**src/rtl/cp0_pkg.sv**
```systemverilog
// rtl/cp0_pkg.sv - CP0 register addresses, exception codes and field positions
package cp0_pkg;

  localparam logic [4:0] ADDR_BADVADDR = 5'd8;
  localparam logic [4:0] ADDR_COUNT    = 5'd9;
  localparam logic [4:0] ADDR_COMPARE  = 5'd11;
  localparam logic [4:0] ADDR_STATUS   = 5'd12;
  localparam logic [4:0] ADDR_CAUSE    = 5'd13;
  localparam logic [4:0] ADDR_EPC      = 5'd14;
  localparam logic [4:0] ADDR_PRID     = 5'd15;
  localparam logic [4:0] ADDR_CONFIG   = 5'd16;

  typedef enum logic [4:0] {
    EXC_INT  = 5'd0,
    EXC_ADEL = 5'd4,
    EXC_ADES = 5'd5,
    EXC_SYS  = 5'd8,
    EXC_OV   = 5'd12
  } exc_code_e;

  localparam int ST_IE      = 0;
  localparam int ST_EXL     = 1;
  localparam int ST_IM_LO   = 8;
  localparam int ST_IM_HI   = 15;
  localparam int CA_EXC_LO  = 2;
  localparam int CA_EXC_HI  = 6;
  localparam int CA_IP_LO   = 8;
  localparam int CA_IP_HI   = 15;
  localparam int CA_HWIP_LO = 10;
  localparam int CA_BD      = 31;

  localparam logic [31:0] STATUS_WMASK = 32'hF000_FF03;
  localparam logic [31:0] CAUSE_WMASK  = 32'h00C0_0300;
  localparam logic [31:0] STATUS_RST   = 32'h1000_0000;
  localparam logic [31:0] CONFIG_VAL   = 32'h0000_8000;

  function automatic logic is_addr_exc(input logic [4:0] code);
    return (code == EXC_ADEL) || (code == EXC_ADES);
  endfunction

endpackage

```
**src/rtl/cp0_exc_if.sv**
```systemverilog
// rtl/cp0_exc_if.sv - link between the CP0 register file and its Count/Compare timer
interface cp0_exc_if;
  logic        wr_count;
  logic        wr_compare;
  logic [31:0] wdata;
  logic [31:0] count;
  logic [31:0] compare;
  logic        timer_int;

  modport master (output wr_count, wr_compare, wdata, input count, compare, timer_int);
  modport slave  (input wr_count, wr_compare, wdata, output count, compare, timer_int);
endinterface

```
**src/rtl/cp0_timer.sv**
```systemverilog
// rtl/cp0_timer.sv - Count/Compare pair with prescaler and sticky timer interrupt
module cp0_timer #(
  parameter int COUNT_DIV = 1
) (
  input  logic      clk,
  input  logic      rst,
  cp0_exc_if.slave  tmr
);

  logic [31:0] count_q, count_d;
  logic [31:0] compare_q, compare_d;
  logic        div_q, div_d;
  logic        timer_q, timer_d;
  logic        tick;

  always_comb begin
    tick      = (COUNT_DIV == 1) ? 1'b1 : div_q;
    div_d     = (COUNT_DIV == 1) ? 1'b0 : ~div_q;
    count_d   = tick ? count_q + 32'd1 : count_q;
    if (tmr.wr_count) begin
      count_d = tmr.wdata;
      div_d   = 1'b0;
    end
    compare_d = tmr.wr_compare ? tmr.wdata : compare_q;
    // A Compare write acknowledges the interrupt, even in the match cycle.
    timer_d   = timer_q;
    if (tmr.wr_compare)
      timer_d = 1'b0;
    else if ((count_q == compare_q) && (compare_q != 32'd0))
      timer_d = 1'b1;
  end

  always_ff @(posedge clk) begin
    if (rst) begin
      count_q   <= 32'd0;
      compare_q <= 32'd0;
      div_q     <= 1'b0;
      timer_q   <= 1'b0;
    end else begin
      count_q   <= count_d;
      compare_q <= compare_d;
      div_q     <= div_d;
      timer_q   <= timer_d;
    end
  end

  assign tmr.count     = count_q;
  assign tmr.compare   = compare_q;
  assign tmr.timer_int = timer_q;

endmodule

```
**src/rtl/cp0_exc.sv**
```systemverilog
// rtl/cp0_exc.sv - CP0 Status/Cause/EPC, exception entry/return and mfc0/mtc0 access
// Optional BadVAddr register enabled by defining CP0_BADVADDR_EN.
module cp0_exc
  import cp0_pkg::*;
#(
  parameter int          NUM_HW_INT = 5,
  parameter int          COUNT_DIV  = 1,
  parameter logic [31:0] PRID_VAL   = 32'h0001_0101
) (
  input  logic                  clk,
  input  logic                  rst,
  input  logic                  we_i,
  input  logic [4:0]            waddr_i,
  input  logic [31:0]           wdata_i,
  input  logic [4:0]            raddr_i,
  output logic [31:0]           rdata_o,
  input  logic [NUM_HW_INT-1:0] int_i,
  input  logic                  exc_valid_i,
  input  logic [4:0]            exc_code_i,
  input  logic [31:0]           exc_pc_i,
  input  logic                  exc_bd_i,
  input  logic [31:0]           exc_badvaddr_i,
  input  logic                  eret_i,
  output logic [31:0]           status_o,
  output logic [31:0]           cause_o,
  output logic [31:0]           epc_o,
  output logic [31:0]           count_o,
  output logic [31:0]           compare_o,
  output logic                  timer_int_o,
  output logic                  int_req_o
);

  cp0_exc_if tif ();

  assign tif.wr_count   = we_i && (waddr_i == ADDR_COUNT);
  assign tif.wr_compare = we_i && (waddr_i == ADDR_COMPARE);
  assign tif.wdata      = wdata_i;

  cp0_timer #(.COUNT_DIV(COUNT_DIV)) u_timer (
    .clk (clk),
    .rst (rst),
    .tmr (tif.slave)
  );

  logic [31:0] status_q, status_d;
  logic [31:0] cause_q, cause_d;
  logic [31:0] epc_q, epc_d;
  logic [4:0]  hw_ip;
  logic [31:0] badvaddr_rd;

  always_comb begin
    hw_ip                   = '0;
    hw_ip[NUM_HW_INT-1:0]   = int_i;
  end

  // Exception entry beats eret, which beats a software write to the same registers.
  always_comb begin
    status_d = status_q;
    cause_d  = cause_q;
    epc_d    = epc_q;
    if (exc_valid_i) begin
      if (!status_q[ST_EXL]) begin
        epc_d          = exc_bd_i ? exc_pc_i - 32'd4 : exc_pc_i;
        cause_d[CA_BD] = exc_bd_i;
      end
      cause_d[CA_EXC_HI:CA_EXC_LO] = exc_code_i;
      status_d[ST_EXL]             = 1'b1;
    end else if (eret_i) begin
      status_d[ST_EXL] = 1'b0;
    end else if (we_i) begin
      case (waddr_i)
        ADDR_STATUS: status_d = wdata_i & STATUS_WMASK;
        ADDR_CAUSE:  cause_d  = (cause_q & ~CAUSE_WMASK) | (wdata_i & CAUSE_WMASK);
        ADDR_EPC:    epc_d    = wdata_i;
        default:     ;
      endcase
    end
    cause_d[CA_IP_HI:CA_HWIP_LO] = {tif.timer_int, hw_ip};
  end

  always_ff @(posedge clk) begin
    if (rst) begin
      status_q <= STATUS_RST;
      cause_q  <= 32'd0;
      epc_q    <= 32'd0;
    end else begin
      status_q <= status_d;
      cause_q  <= cause_d;
      epc_q    <= epc_d;
    end
  end

`ifdef CP0_BADVADDR_EN
  logic [31:0] badvaddr_q, badvaddr_d;

  always_comb begin
    badvaddr_d = badvaddr_q;
    if (exc_valid_i && is_addr_exc(exc_code_i))
      badvaddr_d = exc_badvaddr_i;
  end

  always_ff @(posedge clk) begin
    if (rst) badvaddr_q <= 32'd0;
    else     badvaddr_q <= badvaddr_d;
  end

  assign badvaddr_rd = badvaddr_q;
`else
  logic [31:0] unused_badvaddr;
  assign unused_badvaddr = exc_badvaddr_i;
  assign badvaddr_rd     = 32'd0;
`endif

  always_comb begin
    case (raddr_i)
      ADDR_BADVADDR: rdata_o = badvaddr_rd;
      ADDR_COUNT:    rdata_o = tif.count;
      ADDR_COMPARE:  rdata_o = tif.compare;
      ADDR_STATUS:   rdata_o = status_q;
      ADDR_CAUSE:    rdata_o = cause_q;
      ADDR_EPC:      rdata_o = epc_q;
      ADDR_PRID:     rdata_o = PRID_VAL;
      ADDR_CONFIG:   rdata_o = CONFIG_VAL;
      default:       rdata_o = 32'd0;
    endcase
  end

  assign status_o    = status_q;
  assign cause_o     = cause_q;
  assign epc_o       = epc_q;
  assign count_o     = tif.count;
  assign compare_o   = tif.compare;
  assign timer_int_o = tif.timer_int;
  assign int_req_o   = status_q[ST_IE] & ~status_q[ST_EXL]
                     & (|(cause_q[CA_IP_HI:CA_IP_LO] & status_q[ST_IM_HI:ST_IM_LO]));

endmodule

```
**config.mk**
```make
export PLATFORM = sky130hd
export DESIGN_NAME = cp0_exc
export DESIGN_NICKNAME = d
export VERILOG_FILES = /design/src/rtl/cp0_pkg.sv /design/src/rtl/cp0_exc_if.sv /design/src/rtl/cp0_timer.sv /design/src/rtl/cp0_exc.sv
export SDC_FILE = /design/constraint.sdc
export NUM_CORES = 1
export LEC_CHECK = 0
export CELL_PAD_IN_SITES_DETAIL_PLACEMENT = 0
export CELL_PAD_IN_SITES_GLOBAL_PLACEMENT = 1
export CORE_ASPECT_RATIO = 1.5
export CORE_UTILIZATION = 33
export DETAILED_ROUTE_END_ITERATION = 6
export GPL_TIMING_DRIVEN = 0
export PLACE_DENSITY_LB_ADDON = 0.1
export SLEW_MARGIN = 20
export SYNTH_ARGS = -nofsm -noshare
export SYNTH_HDL_FRONTEND = slang
export SYNTH_SLANG_ARGS = --single-unit
```
**constraint.sdc**
```tcl
create_clock -name clk -period 4.7 [get_ports clk]
set_input_delay 0.94 -clock clk [delete_from_list [all_inputs] [get_ports clk]]
set_output_delay 0.94 -clock clk [all_outputs]
set_load 0.02 [all_outputs]
```
==> results.yml, run 1 <==
synth:
  synth_edf_count: 0
  synth_top_area_cell: "dfxtp_1"
  synth_seq_area_share_pct: 34.2
  synth_cells: 948
  async_flop_share_pct: 0
  yosysMostFrequentCell: "nand2_1"
  synthXorXnorAreaFrac_pct: 9.30
  synth_seq_cells: 127
  yosysTopAreaCellShare_pct: 34.2
  synth_area_mm2: 0.00744
  synth_common_cells: "141 x nand2_1, 127 x dfxtp_1, 78 x nor2_1, 67 x a21oi_1, 65 x clkbuf_1"
  syn_avg_cell_area_um2: 7.85
  synth_compound_area_share_pct: 19.0
  synth_mux_area_share_pct: 5.40
  yosysWarnings: 0
  ys_types: 58
  synth_fa_ha_area_share_pct: 0.336
  yosys-top-cells-area: "dfxtp_1 34%, nand2_1 7.1%, xor2_1 5.7%, mux2i_1 5.2%, a21oi_1 4.5%"
  synth-simple-area-share_pct: 24.2
  synth_top_family_by_area: "simple AND/OR/NAND/NOR gates"
  synth_top_flop_cell: "dfxtp_1"
placement:
  dpl_cell_area_mm2: 0.0104
  hpwl_um: 27900
  dp_cells: 1498
  io_buffers: 245
  gp_congestion: 0.901
  pre_cts_ws_ns: -0.370
drt:
  drt-total-wl_um: 34800
  vias_per_cell: 5.49
  drtAntennaViolNets: 0
  drc_errors: 0
  wl_per_cell_um: 22.7
  drt_iter0_drc: 733
  first_pass_iters: 5
  via_count: 8399
die:
  ios: 316
  initial_core_util_pct: 34.0
  rows: 66
  dieWidth_um: 125
  coreArea_mm2: 0.0219
  die_y_um: 186
  die_area_mm2: 0.0232
clock_tree:
  ctsResizeCount: 7
  insertion_delay_ns: 0.44
  cts_root_buf: "clkbuf_16"
  clk_pin_slew_ns: 0.06
  cts_setup_buffers: 0
  cts_tree: "yes"
  clockBufferDepth: 2
  clock-sinks: 127
  numCtsBuffers: 17
  hold_buffers: 0
  htree_num_levels: 4
timing:
  final-setup-viol-count: 0
  finalCritPeriodShare_pct: 99.1
  final_hold_viol_count: 0
  max_freq_mhz: 215
  slew_headroom_pct: 38.6
  grt_setup_unrepaired: "yes"
  period_minus_slack_ns: 4.66
  hold_slack_ns: 0.486
  tightest_slew_ns: 0.909
  clock_skew_ns: 0.0169
  slew_violations: 0
  fin_ws_ns: 0.0417
  setup_tns_ns: 0
worst_setup_path:
  setup.worst_path.end_class: "output pin"
  critPathMaxFanout: 10
  cp_data_required_time_ns: 3.76
  cp.arrival_ns: 3.72
  ff2ff_path_depth: 9
  startpoint_type: "primary input"
  path_class: "in -> out"
global_route:
  grt_use_total_pct: 29.0
  grt_max_degree: 17
  grt_pass1_wl_um: 50100
  grt_pass1_vias: 7929
  antenna_found_initial: 0
  grt_remaining_overflow: 0
finish:
  design_area_mm2: 0.0109
  drive_gt1_share_pct: 7.07
  fill_cells: 2174
  area_growth_pct: 47.2
  diodes: 0
  fin_cells: 1530
  utilization_pct: 50.0
  fin_nets: 1369
outcome:
  outcome: "finished, final reports clean"
job:
  cap_viol_max_count: 0
worst_hold_path:
  hold_path.class: "reg -> reg"
  min_path_cells: 1
power:
  fin_total_pwr_mw: 2.96
  p_per_area_mw_per_mm2: 270
  ir_drop_mv: 0.261
  p_leak_nw: 4.06
[registers in the layout, summed over array words and instances, names as in the netlist]
| signal | cells |
|---|---|
| epc_o | 32 |
| status_o | 14 |
| cause_o | 16 |
| u_timer.tmr.compare | 32 |
| u_timer.tmr.count | 32 |
| u_timer.tmr.timer_int | 1 |
[layout by cell type (no fill, tap or decap), types with 16 or more instances in the layout]
| master | n |
|---|---|
| a21oi_1 | 67 |
| or3_1 | 18 |
| conb_1 | 34 |
| mux2i_1 | 39 |
| clkbuf_1 | 60 |
| dfxtp_1 | 127 |
| clkdlybuf4s50_1 | 245 |
| xor2_1 | 48 |
| nor4_1 | 30 |
| a211oi_1 | 31 |
| a22oi_1 | 16 |
| o21ai_0 | 27 |
| nand2_1 | 141 |
| clkbuf_16 | 17 |
| xnor2_1 | 31 |
| nor2_1 | 76 |
| buf_4 | 34 |
[worst paths after layout]
check	start	to	slack, ns
max	raddr_i[3]	rdata_o[22]	0.04
min	u_timer.tmr.timer_int	cause_o[15]	0.49
min reg2reg	u_timer.tmr.timer_int	cause_o[15]	0.49
max reg2reg	status_o[1]	epc_o[12]	1.79
[report_power, final]
part	switching, mW	internal [mW]
logic	0.275	0.221
registers	0.0505	1.11
clock network	0.564	0.735
total	0.889	2.07
[critical path, stage by stage]
cell and delay (ns):
clkdlybuf4s50_1 0.50, nor2b_1 0.27, nand2_1 0.25, nor3b_2 0.50, clkbuf_2 0.40, a22oi_1 0.11
nand2_1 0.13, clkdlybuf4s50_1 0.61
[cells by family after synthesis]
group,count (synthesis)
compound gates,214
xor+xnor,79
other cells,1
fa+ha+maj,2
mux,40
simple gates,372
flops,127
buf+inv,113
[area by class of cell]
class / count / area [um2] / share of cell area [%]
repair buffers: 245 / 2450 / 22.4
clock inverters: 14 / 133 / 1.21
clock buffers: 18 / 429 / 3.92
inverters: 8 / 30.0 / 0.274
flip-flops and latches: 127 / 2540 / 23.2
well taps: 272 / 340 / 3.11
multi-input cells: 741 / 4480 / 41.0
plain buffers: 105 / 534 / 4.88
[routing by layer]
layer	track usage [%]	up-vias	part of all wire [%]
met5	0	-	0
met4	13.9	0	4.2
met3	3.79	79	6.0
met2	52.0	397	50
met1	33.9	3994	40
li1	-	3929	-
No activity file was read; power rests on OpenSTA's default activity.
==> run 2, diff against run 1 <==
--- a/config.mk
+++ b/config.mk
@@ -9,6 +9,7 @@
 export CELL_PAD_IN_SITES_GLOBAL_PLACEMENT = 1
 export CORE_ASPECT_RATIO = 1.5
 export CORE_UTILIZATION = 33
+export CTS_CLUSTER_DIAMETER = 100
 export DETAILED_ROUTE_END_ITERATION = 6
 export GPL_TIMING_DRIVEN = 0
 export PLACE_DENSITY_LB_ADDON = 0.1
==> results of run 2 <==
Same layout as run 1: the final DEF is identical, and so are final timing and power.
